File: config.mk
export PLATFORM = sky130hd
export DESIGN_NAME = lb_miss_handler_flat
export DESIGN_NICKNAME = d
export VERILOG_FILES = /design/src/rtl/lb_miss_handler_if.sv /design/src/rtl/lb_miss_handler.sv /design/src/flat_wrapper.sv
export SDC_FILE = /design/constraint.sdc
export NUM_CORES = 2
export LEC_CHECK = 0
export ABC_AREA = 1
export BUFFER_PORTS_ARGS = -buffer_cell sky130_fd_sc_hd__buf_4
export CORE_ASPECT_RATIO = 0.9
export CORE_MARGIN = 1.5
export CORE_UTILIZATION = 55
export DETAILED_ROUTE_END_ITERATION = 10
export PLACE_DENSITY = 0.88
export SLEW_MARGIN = 30
export SYNTH_ARGS = -nofsm -noshare
export SYNTH_HDL_FRONTEND = slang
export SYNTH_SLANG_ARGS = --single-unit
File: constraint.sdc
create_clock -name clock -period 19.8 [get_ports clock]
set_input_delay 3.96 -clock clock [delete_from_list [all_inputs] [get_ports clock]]
set_output_delay 3.96 -clock clock [all_outputs]
set_load 0.02 [all_outputs]
File: src/rtl/lb_miss_handler_if.sv
// Load-buffer / Dcache / memory-bus signal bundle for lb_miss_handler.
// slave = the miss handler, master = the surrounding lb, Dcache and memory.
interface lb_miss_handler_if #(
    parameter int LB_BITS      = 3,
    parameter int MEM_TAG_BITS = 4
);
    logic                    valid_request;
    logic [LB_BITS-1:0]      proc2Dcache_index;
    logic [63:0]             proc2Dcache_addr;
    logic                    mispredict;
    logic                    Dcache_req_successful;
    logic                    Dcache_valid;
    logic [63:0]             Dcache_data;
    logic [LB_BITS-1:0]      Dcache_index;
    logic                    Memory_valid;
    logic [63:0]             Memory_data;
    logic [LB_BITS-1:0]      Memory_index;
    logic [63:0]             cache_lookup_addr;
    logic                    cache_hit;
    logic [63:0]             cache_rd_data;
    logic                    fill_en;
    logic [63:0]             fill_addr;
    logic [63:0]             fill_data;
    logic [1:0]              proc2mem_command;
    logic [63:0]             proc2mem_addr;
    logic [MEM_TAG_BITS-1:0] mem2proc_response;
    logic [63:0]             mem2proc_data;
    logic [MEM_TAG_BITS-1:0] mem2proc_tag;
    logic                    mshr_full;

    modport slave (
        input  valid_request, proc2Dcache_index, proc2Dcache_addr, mispredict,
        input  cache_hit, cache_rd_data, mem2proc_response, mem2proc_data, mem2proc_tag,
        output Dcache_req_successful, Dcache_valid, Dcache_data, Dcache_index,
        output Memory_valid, Memory_data, Memory_index, cache_lookup_addr,
        output fill_en, fill_addr, fill_data, proc2mem_command, proc2mem_addr, mshr_full
    );

    modport master (
        output valid_request, proc2Dcache_index, proc2Dcache_addr, mispredict,
        output cache_hit, cache_rd_data, mem2proc_response, mem2proc_data, mem2proc_tag,
        input  Dcache_req_successful, Dcache_valid, Dcache_data, Dcache_index,
        input  Memory_valid, Memory_data, Memory_index, cache_lookup_addr,
        input  fill_en, fill_addr, fill_data, proc2mem_command, proc2mem_addr, mshr_full
    );
endinterface

File: src/rtl/lb_miss_handler.sv
// Load miss handler: Dcache lookup, MSHR tracking, memory issue/return and fill.
// Define LB_MISS_MERGE_EN to merge misses to a block already in ISSUE or WAIT.
module lb_miss_handler #(
    parameter int MSHR_SIZE    = 4,
    parameter int LB_BITS      = 3,
    parameter int MEM_TAG_BITS = 4
) (
    input  logic             clock,
    input  logic             reset,
    lb_miss_handler_if.slave bus
);
    localparam int IW   = (MSHR_SIZE > 1) ? $clog2(MSHR_SIZE) : 1;
    localparam int LB_N = 1 << LB_BITS;

    localparam logic [2:0] EMPTY  = 3'd0;
    localparam logic [2:0] ISSUE  = 3'd1;
    localparam logic [2:0] WAIT   = 3'd2;
    localparam logic [2:0] DONE   = 3'd3;
    localparam logic [2:0] ZOMBIE = 3'd4;

    localparam logic [1:0] CMD_NONE = 2'd0;
    localparam logic [1:0] CMD_LOAD = 2'd1;

    logic [2:0]              state [MSHR_SIZE];
    logic [60:0]             blk   [MSHR_SIZE];
    logic [MEM_TAG_BITS-1:0] tag   [MSHR_SIZE];
    logic [63:0]             data  [MSHR_SIZE];
    logic [LB_N-1:0]         mask  [MSHR_SIZE];

    logic            any_empty, issue_valid, ret_hit, drain_valid, drain_found, merge_hit;
    logic [IW-1:0]   alloc_idx, issue_idx, ret_idx, drain_idx, merge_idx;
    logic [LB_BITS-1:0] drain_bit;
    logic [LB_N-1:0] req_onehot, drain_onehot;
    logic            accept, hit_accept, miss_alloc, merge_accept;

    // Lowest-index selection for every per-entry arbitration point
    always_comb begin
        any_empty   = 1'b0;
        alloc_idx   = '0;
        issue_valid = 1'b0;
        issue_idx   = '0;
        ret_hit     = 1'b0;
        ret_idx     = '0;
        drain_valid = 1'b0;
        drain_idx   = '0;
        for (int unsigned i = 0; i < MSHR_SIZE; i++) begin
            if (!any_empty && state[i] == EMPTY) begin
                any_empty = 1'b1;
                alloc_idx = IW'(i);
            end
            if (!issue_valid && state[i] == ISSUE) begin
                issue_valid = 1'b1;
                issue_idx   = IW'(i);
            end
            if (!ret_hit && bus.mem2proc_tag != '0 && tag[i] == bus.mem2proc_tag &&
                (state[i] == WAIT || state[i] == ZOMBIE)) begin
                ret_hit = 1'b1;
                ret_idx = IW'(i);
            end
            if (!drain_valid && state[i] == DONE) begin
                drain_valid = 1'b1;
                drain_idx   = IW'(i);
            end
        end
    end

    always_comb begin
        drain_found = 1'b0;
        drain_bit   = '0;
        for (int unsigned b = 0; b < LB_N; b++) begin
            if (!drain_found && mask[drain_idx][b]) begin
                drain_found = 1'b1;
                drain_bit   = LB_BITS'(b);
            end
        end
        drain_onehot = LB_N'(1) << drain_bit;
    end

`ifdef LB_MISS_MERGE_EN
    always_comb begin
        merge_hit = 1'b0;
        merge_idx = '0;
        for (int unsigned i = 0; i < MSHR_SIZE; i++) begin
            if (!merge_hit && (state[i] == ISSUE || state[i] == WAIT) &&
                blk[i] == bus.proc2Dcache_addr[63:3]) begin
                merge_hit = 1'b1;
                merge_idx = IW'(i);
            end
        end
    end
`else
    always_comb begin
        merge_hit = 1'b0;
        merge_idx = '0;
    end
`endif

    always_comb begin
        req_onehot   = LB_N'(1) << bus.proc2Dcache_index;
        accept       = bus.valid_request && !bus.mispredict &&
                       (bus.cache_hit || any_empty || merge_hit);
        hit_accept   = accept && bus.cache_hit;
        merge_accept = accept && !bus.cache_hit && merge_hit;
        miss_alloc   = accept && !bus.cache_hit && !merge_hit;

        bus.Dcache_req_successful = accept;
        bus.cache_lookup_addr     = bus.proc2Dcache_addr;
        bus.proc2mem_command      = issue_valid ? CMD_LOAD : CMD_NONE;
        bus.proc2mem_addr         = issue_valid ? {blk[issue_idx], 3'b000} : '0;
        bus.mshr_full             = !any_empty;
    end

    always_ff @(posedge clock) begin
        if (reset) begin
            for (int unsigned i = 0; i < MSHR_SIZE; i++) begin
                state[i] <= EMPTY;
                blk[i]   <= '0;
                tag[i]   <= '0;
                data[i]  <= '0;
                mask[i]  <= '0;
            end
            bus.Dcache_valid <= 1'b0;
            bus.Dcache_data  <= '0;
            bus.Dcache_index <= '0;
            bus.Memory_valid <= 1'b0;
            bus.Memory_data  <= '0;
            bus.Memory_index <= '0;
            bus.fill_en      <= 1'b0;
            bus.fill_addr    <= '0;
            bus.fill_data    <= '0;
        end else begin
            bus.Dcache_valid <= hit_accept;
            if (hit_accept) begin
                bus.Dcache_data  <= bus.cache_rd_data;
                bus.Dcache_index <= bus.proc2Dcache_index;
            end
            bus.Memory_valid <= drain_valid && !bus.mispredict;
            if (drain_valid && !bus.mispredict) begin
                bus.Memory_data  <= data[drain_idx];
                bus.Memory_index <= drain_bit;
            end
            // Fill happens for both WAIT and ZOMBIE returns, even under mispredict
            bus.fill_en <= ret_hit;
            if (ret_hit) begin
                bus.fill_addr <= {blk[ret_idx], 3'b000};
                bus.fill_data <= bus.mem2proc_data;
            end

            for (int unsigned i = 0; i < MSHR_SIZE; i++) begin
                case (state[i])
                    EMPTY: if (miss_alloc && alloc_idx == IW'(i)) begin
                        state[i] <= ISSUE;
                        blk[i]   <= bus.proc2Dcache_addr[63:3];
                        mask[i]  <= req_onehot;
                    end
                    ISSUE: begin
                        if (bus.mispredict) begin
                            state[i] <= EMPTY;
                        end else if (issue_valid && issue_idx == IW'(i) &&
                                     bus.mem2proc_response != '0) begin
                            state[i] <= WAIT;
                            tag[i]   <= bus.mem2proc_response;
                        end
                        if (merge_accept && merge_idx == IW'(i))
                            mask[i] <= mask[i] | req_onehot;
                    end
                    WAIT: begin
                        // A return coinciding with mispredict still fills but has no consumer
                        if (ret_hit && ret_idx == IW'(i)) begin
                            data[i]  <= bus.mem2proc_data;
                            state[i] <= bus.mispredict ? EMPTY : DONE;
                        end else if (bus.mispredict) begin
                            state[i] <= ZOMBIE;
                        end
                        if (merge_accept && merge_idx == IW'(i))
                            mask[i] <= mask[i] | req_onehot;
                    end
                    DONE: begin
                        if (bus.mispredict) begin
                            state[i] <= EMPTY;
                        end else if (drain_valid && drain_idx == IW'(i)) begin
                            mask[i] <= mask[i] & ~drain_onehot;
                            if ((mask[i] & ~drain_onehot) == '0)
                                state[i] <= EMPTY;
                        end
                    end
                    ZOMBIE: if (ret_hit && ret_idx == IW'(i)) state[i] <= EMPTY;
                    default: state[i] <= EMPTY;
                endcase
            end
        end
    end
endmodule

File: src/flat_wrapper.sv
// flat-port wrapper written by rule: the top's interface ports become plain ports
module lb_miss_handler_flat 
#(
    parameter int MSHR_SIZE    = 4,
    parameter int LB_BITS      = 3,
    parameter int MEM_TAG_BITS = 4
)
  (clock, reset, bus_valid_request, bus_proc2Dcache_index, bus_proc2Dcache_addr, bus_mispredict, bus_cache_hit, bus_cache_rd_data, bus_mem2proc_response, bus_mem2proc_data, bus_mem2proc_tag, bus_Dcache_req_successful, bus_Dcache_valid, bus_Dcache_data, bus_Dcache_index, bus_Memory_valid, bus_Memory_data, bus_Memory_index, bus_cache_lookup_addr, bus_fill_en, bus_fill_addr, bus_fill_data, bus_proc2mem_command, bus_proc2mem_addr, bus_mshr_full);
  lb_miss_handler_if #(.LB_BITS(LB_BITS), .MEM_TAG_BITS(MEM_TAG_BITS)) bus_i ();
  input  logic clock;
  input  logic reset;
  input wire logic [$bits(bus_i.valid_request)-1:0] bus_valid_request;
  input wire logic [$bits(bus_i.proc2Dcache_index)-1:0] bus_proc2Dcache_index;
  input wire logic [$bits(bus_i.proc2Dcache_addr)-1:0] bus_proc2Dcache_addr;
  input wire logic [$bits(bus_i.mispredict)-1:0] bus_mispredict;
  input wire logic [$bits(bus_i.cache_hit)-1:0] bus_cache_hit;
  input wire logic [$bits(bus_i.cache_rd_data)-1:0] bus_cache_rd_data;
  input wire logic [$bits(bus_i.mem2proc_response)-1:0] bus_mem2proc_response;
  input wire logic [$bits(bus_i.mem2proc_data)-1:0] bus_mem2proc_data;
  input wire logic [$bits(bus_i.mem2proc_tag)-1:0] bus_mem2proc_tag;
  output wire logic [$bits(bus_i.Dcache_req_successful)-1:0] bus_Dcache_req_successful;
  output wire logic [$bits(bus_i.Dcache_valid)-1:0] bus_Dcache_valid;
  output wire logic [$bits(bus_i.Dcache_data)-1:0] bus_Dcache_data;
  output wire logic [$bits(bus_i.Dcache_index)-1:0] bus_Dcache_index;
  output wire logic [$bits(bus_i.Memory_valid)-1:0] bus_Memory_valid;
  output wire logic [$bits(bus_i.Memory_data)-1:0] bus_Memory_data;
  output wire logic [$bits(bus_i.Memory_index)-1:0] bus_Memory_index;
  output wire logic [$bits(bus_i.cache_lookup_addr)-1:0] bus_cache_lookup_addr;
  output wire logic [$bits(bus_i.fill_en)-1:0] bus_fill_en;
  output wire logic [$bits(bus_i.fill_addr)-1:0] bus_fill_addr;
  output wire logic [$bits(bus_i.fill_data)-1:0] bus_fill_data;
  output wire logic [$bits(bus_i.proc2mem_command)-1:0] bus_proc2mem_command;
  output wire logic [$bits(bus_i.proc2mem_addr)-1:0] bus_proc2mem_addr;
  output wire logic [$bits(bus_i.mshr_full)-1:0] bus_mshr_full;
  assign bus_i.valid_request = bus_valid_request;
  assign bus_i.proc2Dcache_index = bus_proc2Dcache_index;
  assign bus_i.proc2Dcache_addr = bus_proc2Dcache_addr;
  assign bus_i.mispredict = bus_mispredict;
  assign bus_i.cache_hit = bus_cache_hit;
  assign bus_i.cache_rd_data = bus_cache_rd_data;
  assign bus_i.mem2proc_response = bus_mem2proc_response;
  assign bus_i.mem2proc_data = bus_mem2proc_data;
  assign bus_i.mem2proc_tag = bus_mem2proc_tag;
  assign bus_Dcache_req_successful = bus_i.Dcache_req_successful;
  assign bus_Dcache_valid = bus_i.Dcache_valid;
  assign bus_Dcache_data = bus_i.Dcache_data;
  assign bus_Dcache_index = bus_i.Dcache_index;
  assign bus_Memory_valid = bus_i.Memory_valid;
  assign bus_Memory_data = bus_i.Memory_data;
  assign bus_Memory_index = bus_i.Memory_index;
  assign bus_cache_lookup_addr = bus_i.cache_lookup_addr;
  assign bus_fill_en = bus_i.fill_en;
  assign bus_fill_addr = bus_i.fill_addr;
  assign bus_fill_data = bus_i.fill_data;
  assign bus_proc2mem_command = bus_i.proc2mem_command;
  assign bus_proc2mem_addr = bus_i.proc2mem_addr;
  assign bus_mshr_full = bus_i.mshr_full;
  lb_miss_handler #(.MSHR_SIZE(MSHR_SIZE), .LB_BITS(LB_BITS), .MEM_TAG_BITS(MEM_TAG_BITS)) u_core (.clock(clock), .reset(reset), .bus(bus_i));
endmodule
==> results by group <==
Synth
  • Post-synth EDFFs: 560
  • Syn avg cell area: 9.17 sq um
  • Simple-Gate Fraction of Synth Area: 16.3%
  • FFs w/ async S/R, synth: 0%
  • Mux share of post-synthesis cell area: 0%
  • Xor/xnor cell area share of the yosys netlist: 0.336%
  • Post-Synth Adder-Cell Area: 0%
  • Sequential share of the synthesized area: 60.4%
  • Unique masters post-synth: 39
  • Commonest register cell after synthesis: edfxtp_1
  • Ys Warns: 0
  • Synthesized cell area: 0.0365 sq mm
  • Largest family of logic cells by synthesized area: simple AND/OR/NAND/NOR gates
  • Yosys reg bits: 822
  • Post-synth top area cell: edfxtp_1
  • Synth Area in Compound Gates: between 10% and 20%
  • Syn Inst Count: 3986
  • Yosys top cell area share: 46.0%
  • Synth area leaders: edfxtp_1 46%, dfxtp_1 14%, nor2_1 9.9%, o21ai_0 5.3%, a21oi_1 4.7%

Run
  • Max-Cap Viols: 0

Cells and area
  • Fillers: 4637
  • Final nets: 4569
  • Area Growth Syn to Fin: 20.4%
  • Layout cells sized above 1: 18.7%

Timing
  • Peak Freq: 105 MHz
  • Fin crit share: 47.9%
  • Final setup violation count: 0
  • Min Hold Slack: 461 ps
  • Final setup TNS: 0 ps
  • Final Hold Viols: 0
  • RSZ-0062 raised after global routing: no
  • Slew Limit Headroom: 28.9%
  • Final setup skew: roughly 26 ps
  • Measured slew at the worst slew-check pin: approximately 1100 ps
  • Pins Over Slew Limit: 0
  • Tmin final: approximately 9500 ps

Power
  • Comb power frac: between 15 and 20%
  • Clk pwr share: about 37%
  • PD cells: 105 mW/mm^2
  • Psw: about 1.4 mW
  • Leak Pwr: 18.3 nW
  • Maximum VDD drop: 78.2 uV
  • Internal: 3.26 mW
  • Switching share of power: 29.4%
  • Sequential share of power: 43.4%

Critical path
  • Worst reg-to-reg path cell count: 15
  • Flop2flop setup slack: 15030 ps
  • R2r endpoint: u_core.bus.fill_addr[17]$_SDFFE_PP0P_
  • Reg2reg start: u_core.state[0][0]$_SDFFCE_PP0P_
  • Critical path destination: bus_Dcache_req_successful
  • Crit path DAT: roughly 5500 ps
  • CP Class: primary input to output pin
  • CP Launch Type: primary input
  • Largest fanout on the critical path: 45
  • CP required: ~16000 ps
  • Crit. End Element: output pin
  • CP startpoint: bus_mispredict

Place
  • RD Place Congestion: 0.906
  • Port Buf Inserts: 591
  • Dpl hpwl: about 64 mm

Clocking
  • Root buf cell: clkbuf_16
  • Resize count post-CTS: 0
  • Max clock buf depth: 3
  • Worst-Skew Late Latency: 650 ps
  • CTS tree: done
  • Clock-pin slew of the registers on the worst-case setup and hold paths: 60 ps
  • Clk sinks: 822
  • H-tree levels: 3
  • Hold Buf Count CTS: 0
  • Num CTS Buffers: 84
  • Post-CTS Setup Inserts: 0

Worst hold path
  • Hold Crit Class: flop to flop
  • Min-delay src: u_core.bus.Dcache_data[47]$_SDFFE_PP0P_

Global route
  • Vias in the first global route: 30500
  • Largest net degree at the start of global routing: about 140
  • GR Overflow Total: 0
  • First-pass GRT wire length: between 150 and 200 mm
  • Overall routing resource usage: about a third
  • Initial antenna violation count: 8

Floorplanning
  • Die width: 275 um
  • Row count: 89
  • Starting Density: 55.7%
  • Core region area: approximately 0.066 sq mm
  • I/O pin count: 605
  • Overall die height: ~250 um
  • Die ar.: 0.0680 sq mm

Routing
  • 1st-iter DRT viols: between 4000 and 5000
  • DRT Wirelength: 113 mm
  • Post-DRT Antenna Nets: 0
  • Via count: 31700
  • Vias per cell: 5.99
  • First-pass DRT Iterations: 6
  • Remaining DRCs: 0
  • Per-cell routed wire length: 21.4 um

Outcome
  • Outcome: completed
==> sequential cells by signal (all words and copies together) (netlist names) <==
name,flops
u_core.data,256
u_core.blk,244
u_core.bus.Dcache_data,64
u_core.bus.Memory_data,64
u_core.bus.fill_data,64
u_core.bus.fill_addr,61
u_core.mask,32
u_core.tag,16
u_core.state,12
u_core.bus.Dcache_index,3
u_core.bus.Memory_index,3
u_core.bus.Dcache_valid,1
u_core.bus.Memory_valid,1
u_core.bus.fill_en,1
==> cell type report <==
class	instances	area [sq um]	share of cell area, %
diodes	1	2.50	0.00569
clock buffers	119	2510	5.72
clock inverters	38	533	1.21
inverters	281	1070	2.43
multi-input cells	2541	11900	27.1
flip-flops and latches	822	22100	50.2
well taps	864	1080	2.46
repair buffers	631	4780	10.9
==> worst min path at each step <==
stage / slack (ps) / depth (start not counted) / end
CTS: 460 / 2 / u_core.bus.Dcache_data[52]$_SDFFE_PP0P_
global placement: 450 / 2 / u_core.bus.Dcache_data[3]$_SDFFE_PP0P_
detailed placement: 450 / 2 / u_core.bus.Dcache_data[52]$_SDFFE_PP0P_
floorplan: 540 / 2 / u_core.bus.Dcache_data[0]$_SDFFE_PP0P_
global route: 480 / 2 / u_core.bus.Dcache_data[42]$_SDFFE_PP0P_
finish: 460 / 2 / u_core.bus.Dcache_data[47]$_SDFFE_PP0P_
==> synth_stat cells, types with 3 or more instances <==
| cell | number |
|---|---|
| edfxtp_1 | 560 |
| nor2_2 | 5 |
| or2_2 | 3 |
| nand2_1 | 360 |
| inv_2 | 12 |
| o22ai_1 | 5 |
| nor4_1 | 3 |
| inv_1 | 269 |
| xor2_1 | 4 |
| o21ai_1 | 91 |
| nor2_1 | 960 |
| nand3_2 | 3 |
| a22oi_1 | 60 |
| a21oi_1 | 342 |
| buf_2 | 35 |
| nand3_1 | 114 |
| o211ai_1 | 65 |
| buf_1 | 16 |
| o22a_1 | 64 |
| nor3_2 | 3 |
| nand2_2 | 3 |
| clkbuf_1 | 216 |
| xnor2_1 | 10 |
| dfxtp_1 | 262 |
| buf_4 | 79 |
| nor3_1 | 24 |
| nand4_1 | 17 |
| o21ai_0 | 386 |
==> through the flow <==
step / setup slack, ps / area, sq um / instances / total power, mW / utilization (%)
floorplan: 9700 / 36600 / 3992 / 2.55 / -
global placement: 10410 / 40900 / 5138 / 2.88 / 62.3
detailed placement: 10370 / 40900 / 5138 / 2.90 / 62.3
CTS: 10360 / 43900 / 5295 / 4.60 / 67.0
global route: 10200 / 44000 / 5296 / 4.74 / 67.0
finish: 10320 / 44000 / 5297 / 4.62 / 67.0
==> per-layer routing <==
layer / global-route usage (%) / wire [um] / vias up
met5: 0 / 98 / -
met4: 16.2 / 5080 / 14
met3: 7.65 / 14700 / 413
met2: 52.5 / 54300 / 2331
met1: 39.2 / 38900 / 14700
li1: - / - / 14200
==> cells in the final DEF, fill, tap and decap left out, types with 18 or more instances in the layout <==
master	n
a21oi_1	342
a22oi_1	60
buf_4	624
clkbuf_16	91
clkinv_2	18
dfxtp_1	262
edfxtp_1	560
inv_1	264
nand2_1	350
nand3_1	112
nor2_1	954
nor3_1	24
o211ai_1	65
o21ai_0	383
o21ai_1	91
o22a_1	64
==> power groups by stage <==
| stage | sequential, mW | combinational (mW) | clock, mW |
|---|---|---|---|
| finish | 2.00 | 0.891 | 1.72 |
| global route | 2.01 | 0.943 | 1.79 |
| CTS | 2.00 | 0.874 | 1.72 |
| detailed placement | 2.04 | 0.866 | 0 |
| global placement | 2.03 | 0.849 | 0 |
| floorplan | 2.09 | 0.453 | 0 |
==> kinds of logic (layout without fill, tap and decap cells) <==
family          Yosys count  in the layout
compound gates         1021           1021
xor+xnor                 14             14
buf+inv                 629           1069
flops                   822            822
other cells               1              8
simple gates           1499           1499
==> critical path, stage by stage <==
cell	delay (ps)
buf_4	180
nor2_4	470
buf_4	510
nand2_1	140
nand2_1	100
buf_4	140
Note: power is estimated with default switching activity, not from simulation.
